**src/rtl/st_output_port.sv**
```systemverilog
// Router output port: per-cycle switch-traversal arbitration with packet locking
// (wormhole ownership), round-robin fairness between packets and downstream credit tracking.
module st_output_port #(
  parameter int unsigned CREDIT_DEPTH = 4
) (
  input  logic       clk,
  input  logic       reset,
  input  logic [4:0] st_req,
  input  logic [4:0] st_tail,
  input  logic       credit_in,
  output logic       out_en,
  output logic [4:0] grant,
  output logic [2:0] xbar_sel,
  output logic       locked,
  output logic [3:0] credit_cnt,
  output logic       credit_err
);

  localparam logic [3:0] MaxCredit = 4'(CREDIT_DEPTH);

  typedef enum logic [0:0] {StIdle, StLocked} state_e;

  state_e     state_q, state_d;
  logic [2:0] owner_q, owner_d;
  logic [2:0] rr_ptr_q, rr_ptr_d;
  logic [3:0] credit_q, credit_d;
  logic       err_q, err_d;
  logic       out_en_q, out_en_d;
  logic [4:0] grant_q, grant_d;
  logic [2:0] sel_q, sel_d;

  logic [9:0] req_rot;
  logic [2:0] rr_off;
  logic [3:0] rr_sum;
  logic [2:0] rr_winner;

  // Rotate the request vector so bit 0 is rr_ptr, pick the lowest set bit, map back mod 5.
  always_comb begin
    req_rot = {st_req, st_req} >> rr_ptr_q;
    rr_off  = 3'd0;
    for (int i = 4; i >= 0; i--) begin
      if (req_rot[i]) rr_off = 3'(i);
    end
    rr_sum    = {1'b0, rr_ptr_q} + {1'b0, rr_off};
    rr_winner = (rr_sum >= 4'd5) ? 3'(rr_sum - 4'd5) : rr_sum[2:0];
  end

  logic [2:0] cand;
  logic [4:0] cand_oh;
  logic       xfer;
  logic       cand_tail;

  always_comb begin
    state_d  = state_q;
    owner_d  = owner_q;
    rr_ptr_d = rr_ptr_q;
    credit_d = credit_q;
    err_d    = err_q;

    // While locked only the owner may traverse; no credit means no decision at all.
    cand      = (state_q == StLocked) ? owner_q : rr_winner;
    cand_oh   = 5'b00001 << cand;
    xfer      = (credit_q != 4'd0) && ((st_req & cand_oh) != 5'd0);
    cand_tail = (st_tail & cand_oh) != 5'd0;

    out_en_d = xfer;
    grant_d  = xfer ? cand_oh : 5'd0;
    sel_d    = xfer ? cand : 3'd0;

    if (xfer) begin
      if (cand_tail) begin
        state_d  = StIdle;
        rr_ptr_d = (cand == 3'd4) ? 3'd0 : cand + 3'd1;
      end else begin
        state_d = StLocked;
        owner_d = cand;
      end
    end

    if (xfer && !credit_in) begin
      credit_d = credit_q - 4'd1;
    end else if (!xfer && credit_in) begin
      if (credit_q == MaxCredit) err_d = 1'b1;
      else                       credit_d = credit_q + 4'd1;
    end
  end

  always_ff @(posedge clk) begin
    if (reset) begin
      state_q  <= StIdle;
      owner_q  <= 3'd0;
      rr_ptr_q <= 3'd0;
      credit_q <= MaxCredit;
      err_q    <= 1'b0;
      out_en_q <= 1'b0;
      grant_q  <= 5'd0;
      sel_q    <= 3'd0;
    end else begin
      state_q  <= state_d;
      owner_q  <= owner_d;
      rr_ptr_q <= rr_ptr_d;
      credit_q <= credit_d;
      err_q    <= err_d;
      out_en_q <= out_en_d;
      grant_q  <= grant_d;
      sel_q    <= sel_d;
    end
  end

  assign out_en     = out_en_q;
  assign grant      = grant_q;
  assign xbar_sel   = sel_q;
  assign locked     = (state_q == StLocked);
  assign credit_cnt = credit_q;
  assign credit_err = err_q;

endmodule
```
**config.mk**
```make
export PLATFORM = sky130hd
export DESIGN_NAME = st_output_port
export DESIGN_NICKNAME = d
export VERILOG_FILES = /design/src/rtl/st_output_port.sv
export SDC_FILE = /design/constraint.sdc
export NUM_CORES = 1
export LEC_CHECK = 0
export BUFFER_PORTS_ARGS = -buffer_cell sky130_fd_sc_hd__clkbuf_2
export CAP_MARGIN = 40
export CORE_AREA = 2 2 72 46
export DETAILED_ROUTE_END_ITERATION = 8
export DIE_AREA = 0 0 74 48
export GPL_ROUTABILITY_DRIVEN = 1
export PLACE_DENSITY_LB_ADDON = 0.3
export REMOVE_ABC_BUFFERS = 1
export SYNTH_ARGS = -nofsm -noshare
export SYNTH_HDL_FRONTEND = slang
export SYNTH_SLANG_ARGS = --single-unit
export TNS_END_PERCENT = 50
```
**constraint.sdc**
```tcl
create_clock -name clk -period 7.55 [get_ports clk]
set_input_delay 1.1325 -clock clk [delete_from_list [all_inputs] [get_ports clk]]
set_output_delay 1.1325 -clock clk [all_outputs]
set_load 0.02 [all_outputs]
```
# After elaboration in Yosys (flattened, before gate mapping)
# Cells that the tools add are included.
# Widths: inputs -> output; s select.
[totals]
ff_bits = 21
wordCells = 50
[classes]
add_sub_neg = 5
magnitude_cmp = 1
eq_ne = 3
shifts = 2
muxes = 12
n_bitwise = 5
n_reduce_logical = 14
[ops]
columns = ["cell", "count"]
rows = [
  ["$mux 3", 8],
  ["$mux 4", 3],
  ["$and 5x5->5", 2],
  ["$reduce_bool 5->1", 2],
  ["$shr 10x3->5", 1],
  ["$reduce_and 2->1", 3],
  ["$shl 1x3->5 const A", 1],
  ["$add 3x3->4", 1],
  ["$add 4x1->4 const B", 1],
  ["$eq 4x3->1 const B", 1],
  ["$ge 4x3->1 const B", 1],
  ["$reduce_bool 4->1", 1],
  ["$sub 4x1->4 const B", 1],
  ["$add 3x1->3 const B", 1],
  ["$eq 3x3->1 const B", 1],
  ["$logic_and 1x1->1", 3],
  ["$not 1->1", 3],
  ["$reduce_and 3->1", 1],
  ["$sub 3x3->3 const B", 1],
  ["$logic_not 1->1", 2],
  ["$ne 2x2->1 const B", 1],
  ["$reduce_bool 2->1", 1],
  ["$reduce_or 2->1", 1],
  ["$mux 1", 1],
]

# Depth between registers and ports, before layout
# Gate-level depths: netlist of run 1.
[logic_depth]
ltp_word = 18
mapped_depth = 29
ltp_nobuf = 28

# Worst setup path after synthesis of run 1
# No wires, ideal clock.
[synth_path]
kind = "input to register"
startpoint = "in st_req[3]"
endpoint = "reg credit_q[3], in the netlist credit_cnt[3]"
setup_time_ps = 128
arrival_time_ps = 5984
required_time_ps = 7422
setup_slack_ps = 1438
stages = 28
path_cell_list = "nand2b_1 -> a21boi_0 -> mux4_2 -> nor2_1 -> nor2_1 -> o31ai_1 -> ha_1 -> fa_1 -> inv_1 -> ha_1 -> nand2b_1 -> a221oi_2 -> mux2i_1 -> nand2_1 -> inv_1 -> ha_1 -> ha_1 -> nand2_1 -> a31o_2 -> inv_2 -> ha_1 -> ha_1 -> a21o_1 -> a21oi_1 -> xnor2_1 -> nand2_1 -> xor2_1 -> nor2_1"
[synth_between]
elab_chain_cells = 18
elab_cells_between_ends = 22
cone_classes = "add/sub: 2; order compare: 1; eq/ne: 1; shift: 2; mux: 8; bitwise: 1; reduce/logical: 7"
[synth_lines]
columns = ["element", "line_no", "source"]
rows = [
  ["from (decl)", "8", "input logic [4:0] st_req,"],
  ["$shr 10x3->5 (*)", "39", "req_rot = {st_req, st_req} >> rr_ptr_q;"],
  ["$mux 3 (4 in a row)", "42", "if (req_rot[i]) rr_off = 3'(i);"],
  ["$mux 3 (*)", "42", ""],
  ["$add 3x3->4 (*)", "44", "rr_sum = {1'b0, rr_ptr_q} + {1'b0, rr_off};"],
  ["$ge 4x3->1 or $sub 3x3->3 (tied branches)", "45", "rr_winner = (rr_sum >= 4'd5) ? 3'(rr_sum - 4'd5) : rr_sum[2:0];"],
  ["$mux 3 (*)", "45", ""],
  ["$mux 3 (*)", "61", "cand = (state_q == StLocked) ? owner_q : rr_winner;"],
  ["$shl 1x3->5 (*)", "62", "cand_oh = 5'b00001 << cand;"],
  ["named net cand_oh[3]", "49", "logic [4:0] cand_oh;"],
  ["$and 5x5->5 (*)", "63", "xfer = (credit_q != 4'd0) && ((st_req & cand_oh) != 5'd0);"],
  ["$reduce_bool 5->1 (*)", "63", ""],
  ["$logic_and 1x1->1 (*)", "63", ""],
  ["named net out_en_d", "28", "logic out_en_q, out_en_d;"],
  ["$logic_not 1->1", "82", "end else if (!xfer && credit_in) begin"],
  ["$logic_and 1x1->1", "82", ""],
  ["$reduce_bool 2->1 (no line)", "n/a", ""],
  ["$reduce_and 2->1 (no line)", "n/a", ""],
  ["to (signal assigned)", "93", "credit_q <= MaxCredit;"],
  ["to (signal assigned)", "102", "credit_q <= credit_d;"],
  ["to (decl)", "26", "logic [3:0] credit_q, credit_d;"],
]
# The timed path passes the listed nets; every way through them passes the cells marked *.
# A chain may end at the register's enable or synchronous reset.

# Worst setup path after layout of run 1
# Same ends and word-level chain as after synthesis.

==> results of run 1 <==
[layer usage]
layer	wire [um]	GRT usage
met1	1651	0.3042
met4	57	0.04364
met5	0	0
met3	278	0.05263
met2	1623	0.3696
[worst max-delay path: cells and delay by family]
family                   cells  cell delay (ns)
adder cells (fa/ha/maj)      7             1.80
multiplexers                 2             0.88
AO/OA/AOI/OAI                6             1.50
XOR/XNOR                     2             0.30
AND/OR/NAND/NOR              8             0.87
buffers and inverters        4             0.63
[how the worst min path moves through the flow]
stage | endpoint | slack [ns]
detailed placement | credit_err$_SDFFE_PP0P_ | 0.46
CTS | credit_err$_SDFFE_PP0P_ | 0.49
floorplan | owner_q[1]$_SDFFE_PP0P_ | 0.48
finish | credit_err$_SDFFE_PP0P_ | 0.49
global route | credit_err$_SDFFE_PP0P_ | 0.55
global placement | credit_err$_SDFFE_PP0P_ | 0.46
[through the flow]
step,util,cell area [um2],instances
finish,0.5784,1639,232
global route,0.5784,1639,232
CTS,0.5784,1639,232
detailed placement,0.5625,1594,228
global placement,0.5625,1594,228
floorplan,-,1406,159
[flip-flops by register name, indices dropped and copies added, names as in the netlist]
name and cells:
grant 5, xbar_sel 3, owner_q 3, credit_err 1
credit_cnt 4, rr_ptr_q 3, out_en 1, locked 1
[cell families (layout without fill, tap and decap cells)]
family | count (synthesis) | count (layout) | share of synthesized area
compound gates | 37 | 37 | 0.1905
xor+xnor | 7 | 7 | 0.04302
fa+ha+maj | 13 | 13 | 0.1247
buf+inv | 17 | 43 | 0.04478
flops | 21 | 21 | 0.2950
mux | 15 | 15 | 0.1168
simple gates | 54 | 54 | 0.1853
[area by class of cell]
type	count	share of cell area
Clock buffer	4	0.02748
Inverter	12	0.02748
Multi-Input combinational cell	126	0.5740
Sequential cell	21	0.2565
Tap cell	42	0.03206
Timing Repair Buffer	27	0.08244
[cells in the mapped netlist (all sizes together), types with 2 or more instances]
cell | number | area (um2)
dfxtp | 21 | 420.4
nor2 | 14 | 52.55
nand2 | 12 | 45.04
ha | 11 | 137.6
inv | 11 | 41.29
mux2i | 11 | 110.1
a21oi | 7 | 35.03
nor3 | 7 | 35.03
o21ai | 7 | 46.29
nand2b | 6 | 37.54
clkbuf | 5 | 18.77
a31oi | 4 | 25.02
nor2b | 4 | 25.02
xnor2 | 4 | 35.03
a21o | 3 | 22.52
mux2 | 3 | 33.78
xor2 | 3 | 26.28
a211oi | 2 | 15.01
and2 | 2 | 12.51
fa | 2 | 40.04
nand3 | 2 | 10.01
nor4 | 2 | 12.51
o2111ai | 2 | 17.52
==> metrics.md, run 1 <==
| Metric | Value |
|---|---|
| Outcome | complete, no violations |
| # IOs | 28 |
| Ratio of cells with drive above 1 in the final layout | 0.2000 |
| Max_slew headroom | 0.4478 |
| Worst r2r src | rr_ptr_q[1]$_SDFFE_PP0P_ |
| Antenna viol nets, final | 0 |
| Die width | 74 um |
| Most common cell after layout, fill and taps aside | clkbuf_2 |
| Worst path max stage delay | 0.54 ns |
| Hold Path Origin | credit_err$_SDFFE_PP0P_ |
| Worst R2R End | credit_cnt[3]$_SDFFE_PP0P_ |
| Clk pin slew, worst setup/hold paths | 0.07 ns |
| Clk_lat worst skew | 0.26 ns |
| YS warnings | 0 |
| Sum Neg Setup Slack | 0 ns |
| Average via count per standard cell | 5.763 |
| Crit path capture type | flip-flop |
| DR WL/cell | 15.56 um |
| Worst reg2reg path depth | 27 |
| NumNets Final | 217 |
| Post-Syn Area | 1425 um2 |
| Final setup violation count | 0 |
| Final Max Tran Viols | 0 |
| I/O Buffers | 27 |
| Min cycle time layout | 6.934 ns |
| Antenna violations before repair | 0 |
| Critical path destination | credit_cnt[3]$_SDFFE_PP0P_ |
| Final HPWL DP | 2856 um |
| Die height | 48 um |
| Global placer's final weighted congestion | 0.8771 |
| Core area | 2834 um2 |
| Global-route wire length before repair | 5865 um |
| Worst Skew | 0.002679 ns |
| CP arrival | 7.12 ns |
| CP startpoint kind | input port |
| CTS max path bufs | 2 |
| DRT Pass-1 Iters | 4 |
| Synth Instances | 164 |
| Final Cycle Share | 0.9184 |
| Post_cts resized | 0 |
| Worst-Margin Slew | 0.8074 ns |
| Unrepaired setup endpoints after global routing | no |
| Reg-to-reg slack, setup | 1.02 ns |
| Synthesized flop and latch total | 21 |
| Place WS | 0.4652 ns |
| Sequential fraction of the synthesis area | 0.2950 |
| Vias in the first global route | 1257 |
| Asr flop ratio synth | 0 |
| Total gr overflow | 0 |
| Critical Setup Path Class | input port to flip-flop |
| H-tree depth | 1 |
| Row cnt | 15 |
| DRC Markers | 0 |
| Post-Route WL | 3611 um |
| Total Routing Usage GR | 0.2229 |
| CTS tree | done |
| Worst hold path class | flip-flop to flip-flop |
| Yosys cell types | 46 |
| TritonCTS Buffers | 3 |
| Largest net degree at the start of global routing | 14 |
| DRT iter0 DRCs | 97 |
| Total number of vias | 1337 |
| Top FF cell, synth | dfxtp_1 |
| MaxCap Viol Count | 0 |
| FILL cells | 280 |
| Setup ws final | 0.6160 ns |
| Hold Fails Final Rpt | 0 |
| Hold Path Cell Cnt | 2 |
| Fmax | 144.2 MHz |
| N_diodes | 0 |
| Largest fanout on the critical path | 8 |
| CP Launch Point | st_req[3] |
| Initial Util | 0.5029 |
| Hold-fix buffers, CTS | 0 |
| Root Driver | clkbuf_8 |
| Cell mode on critical path | ha_1 |
| Die Area | 3552 um2 |
| Multi-input logic area | 940.9 um2 |
| Slowest stage cell, crit path | mux4_2 |
| Worst EP required | 7.74 ns |
| Most frequent cells in the layout | 27 x clkbuf_2, 21 x dfxtp_1, 14 x nor2_1 |
| # Post-CTS Setup Buffers | 0 |
| Sequential Area | 420.4 um2 |
| EDFF count, synth | 0 |
| Hold WS | 0.4876 ns |
| Syn avg cell area | 8.690 um2 |
| CTS Sinks | 21 |
| P&R area growth vs syn | 15.01% |
Power of run 1 is left out: the tool's default activity adds up to more than one toggle a clock period on the data nets, which glitch-free logic cannot reach.
==> run 2, diff against run 1 <==
==> constraint.sdc (replaced) <==
create_clock -name clk -period 7.55 [get_ports clk]
set_input_delay 1.8875 -clock clk [delete_from_list [all_inputs] [get_ports clk]]
set_output_delay 1.8875 -clock clk [all_outputs]
set_load 0.02 [all_outputs]
==> metrics.md, run 2 (synthesis gave the netlist of run 1 again) <==
| Metric | Value |
|---|---|
| Outcome | complete, no violations (unchanged) |
| Die Area | 3552 um2 (unchanged) |
| Final Max Tran Viols | 0 (unchanged) |
| Max_slew headroom | 0.5007 (was 0.4478) |
| Sequential Area | 420.4 um2 (unchanged) |
| Critical Setup Path Class | input port to flip-flop (unchanged) |
| Antenna violations before repair | 0 (unchanged) |
| Cell mode on critical path | ha_1 (unchanged) |
| Min cycle time layout | 7.178 ns (was 6.934 ns) |
| CTS max path bufs | 2 (unchanged) |
| CP startpoint kind | input port (unchanged) |
| Most common cell after layout, fill and taps aside | clkbuf_2 (unchanged) |
| Fmax | 139.3 MHz (was 144.2 MHz) |
| Total Routing Usage GR | 0.2109 (was 0.2229) |
| Global-route wire length before repair | 5595 um (was 5865 um) |
| Die height | 48 um (unchanged) |
| Die width | 74 um (unchanged) |
| Total number of vias | 1315 (was 1337) |
| Final Cycle Share | 0.9508 (was 0.9184) |
| WP buf/inv | 4 (unchanged) |
| Hold WS | 0.4792 ns (was 0.4876 ns) |
| Hold-fix buffers, CTS | 0 (unchanged) |
| FILL cells | 252 (was 280) |
| H-tree depth | 1 (unchanged) |
| CTS Sinks | 21 (unchanged) |
| Most frequent cells in the layout | 27 x clkbuf_2, 21 x dfxtp_1, 14 x nor2_1 (unchanged) |
| CTS tree | done (unchanged) |
| Largest delay share family, worst path | adder cells (unchanged) |
| Hold Fails Final Rpt | 0 (unchanged) |
| Worst-Margin Slew | 0.7301 ns (was 0.8074 ns) |
| Slowest stage cell, crit path | mux4_2 (unchanged) |
| Worst path max stage delay | 0.55 ns (was 0.54 ns) |
| Core area | 2834 um2 (unchanged) |
| Multi-input logic area | 968.4 um2 (was 940.9 um2) |
| NumNets Final | 218 (was 217) |
| Largest fanout on the critical path | 8 (unchanged) |
| Antenna viol nets, final | 0 (unchanged) |
| Post-Route WL | 3439 um (was 3611 um) |
| Max reg flops | 5 (unchanged) |
| DRC Markers | 0 (unchanged) |
| Ratio of cells with drive above 1 in the final layout | 0.2304 (was 0.2000) |
| Vias in the first global route | 1281 (was 1257) |
| Clk_lat worst skew | 0.26 ns (about the same) |
| TritonCTS Buffers | 3 (unchanged) |
| Worst EP required | 7.69 ns (was 7.74 ns) |
| Largest net degree at the start of global routing | 14 (unchanged) |
| CP arrival | 7.32 ns (was 7.12 ns) |
| Final HPWL DP | 2738 um (was 2856 um) |
| Crit path capture type | flip-flop (unchanged) |
| Clk pin slew, worst setup/hold paths | 0.07 ns (about the same) |
| Root Driver | clkbuf_8 (unchanged) |
| Worst hold path class | flip-flop to flip-flop (unchanged) |
| # IOs | 28 (unchanged) |
| Row cnt | 15 (unchanged) |
| Average via count per standard cell | 5.644 (was 5.763) |
| DRT Pass-1 Iters | 4 (unchanged) |
| P&R area growth vs syn | 17.47% (was 15.01%) |
| Worst Skew | 0.002670 ns (was 0.002679 ns) |
| I/O Buffers | 27 (unchanged) |
| DRT iter0 DRCs | 55 (was 97) |
| MaxCap Viol Count | 0 (unchanged) |
| N_diodes | 0 (unchanged) |
| Final setup violation count | 0 (unchanged) |
| Initial Util | 0.5029 (unchanged) |
| Global placer's final weighted congestion | 0.8827 (was 0.8771) |
| Total gr overflow | 0 (unchanged) |
| DR WL/cell | 14.76 um (was 15.56 um) |
-- run 2: cell types whose count changed in the layout (fill, tap and decap cells not counted), sizes merged --
| cell | before | now |
|---|---|---|
| buf | 0 | 1 |
-- run 2: path summary, 6_finish.rpt --
kind	startpoint	slack, ns	cells past startpoint	end
hold reg to reg	credit_err$_SDFFE_PP0P_	0.48	2	credit_err$_SDFFE_PP0P_
hold / removal	credit_err$_SDFFE_PP0P_	0.48	2	credit_err$_SDFFE_PP0P_
setup / recovery	st_req[3]	0.37	29	credit_cnt[3]$_SDFFE_PP0P_
setup reg to reg	rr_ptr_q[1]$_SDFFE_PP0P_	1.48	28	credit_cnt[3]$_SDFFE_PP0P_
-- run 2: through the flow --
step | TNS, ns | setup WS [ns] | cells | instance area (um2) | utilization
2_1_floorplan | 0 | 0.6947 | 159 | 1406 | -
3_3_place_gp | 0 | 0.1300 | 229 | 1602 | 0.5651
3_5_place_dp | -0.1088 | -0.1088 | 229 | 1602 | 0.5651
4_1_cts | 0 | 0.1606 | 233 | 1647 | 0.5810
5_1_grt | -0.001888 | -0.001888 | 233 | 1674 | 0.5907
6_report | 0 | 0.3716 | 233 | 1674 | 0.5907
-- run 2: tightest hold or removal path, cell delays in order, from the launching register on --
cell     delay [ns]
dfxtp_1        0.33
a31oi_1        0.04
nor2_1         0.07
-- run 2: what timing repair did --
action,in CTS,in global routing
gates resized for setup,0,6
endpoints found under the setup margin,0,4
setup buffers,0,0
-- run 2: routing by layer --
metal / global-route usage / routed length, um / vias up
met3: 0.06316 / 257 / 6
met1: 0.2753 / 1642 / 621
met5: 0 / 0 / -
met2: 0.3393 / 1502 / 43
li1: - / - / 645
met4: 0.07273 / 37 / 0
-- run 2: layout make-up --
cell class                      instances  area share
Tap cell                               42     0.03139
Sequential cell                        21      0.2511
Multi-Input combinational cell        126      0.5785
Inverter                               12     0.02691
Timing Repair Buffer                   28     0.08520
Clock buffer                            4     0.02691
Power of run 2 is left out for the same reason.
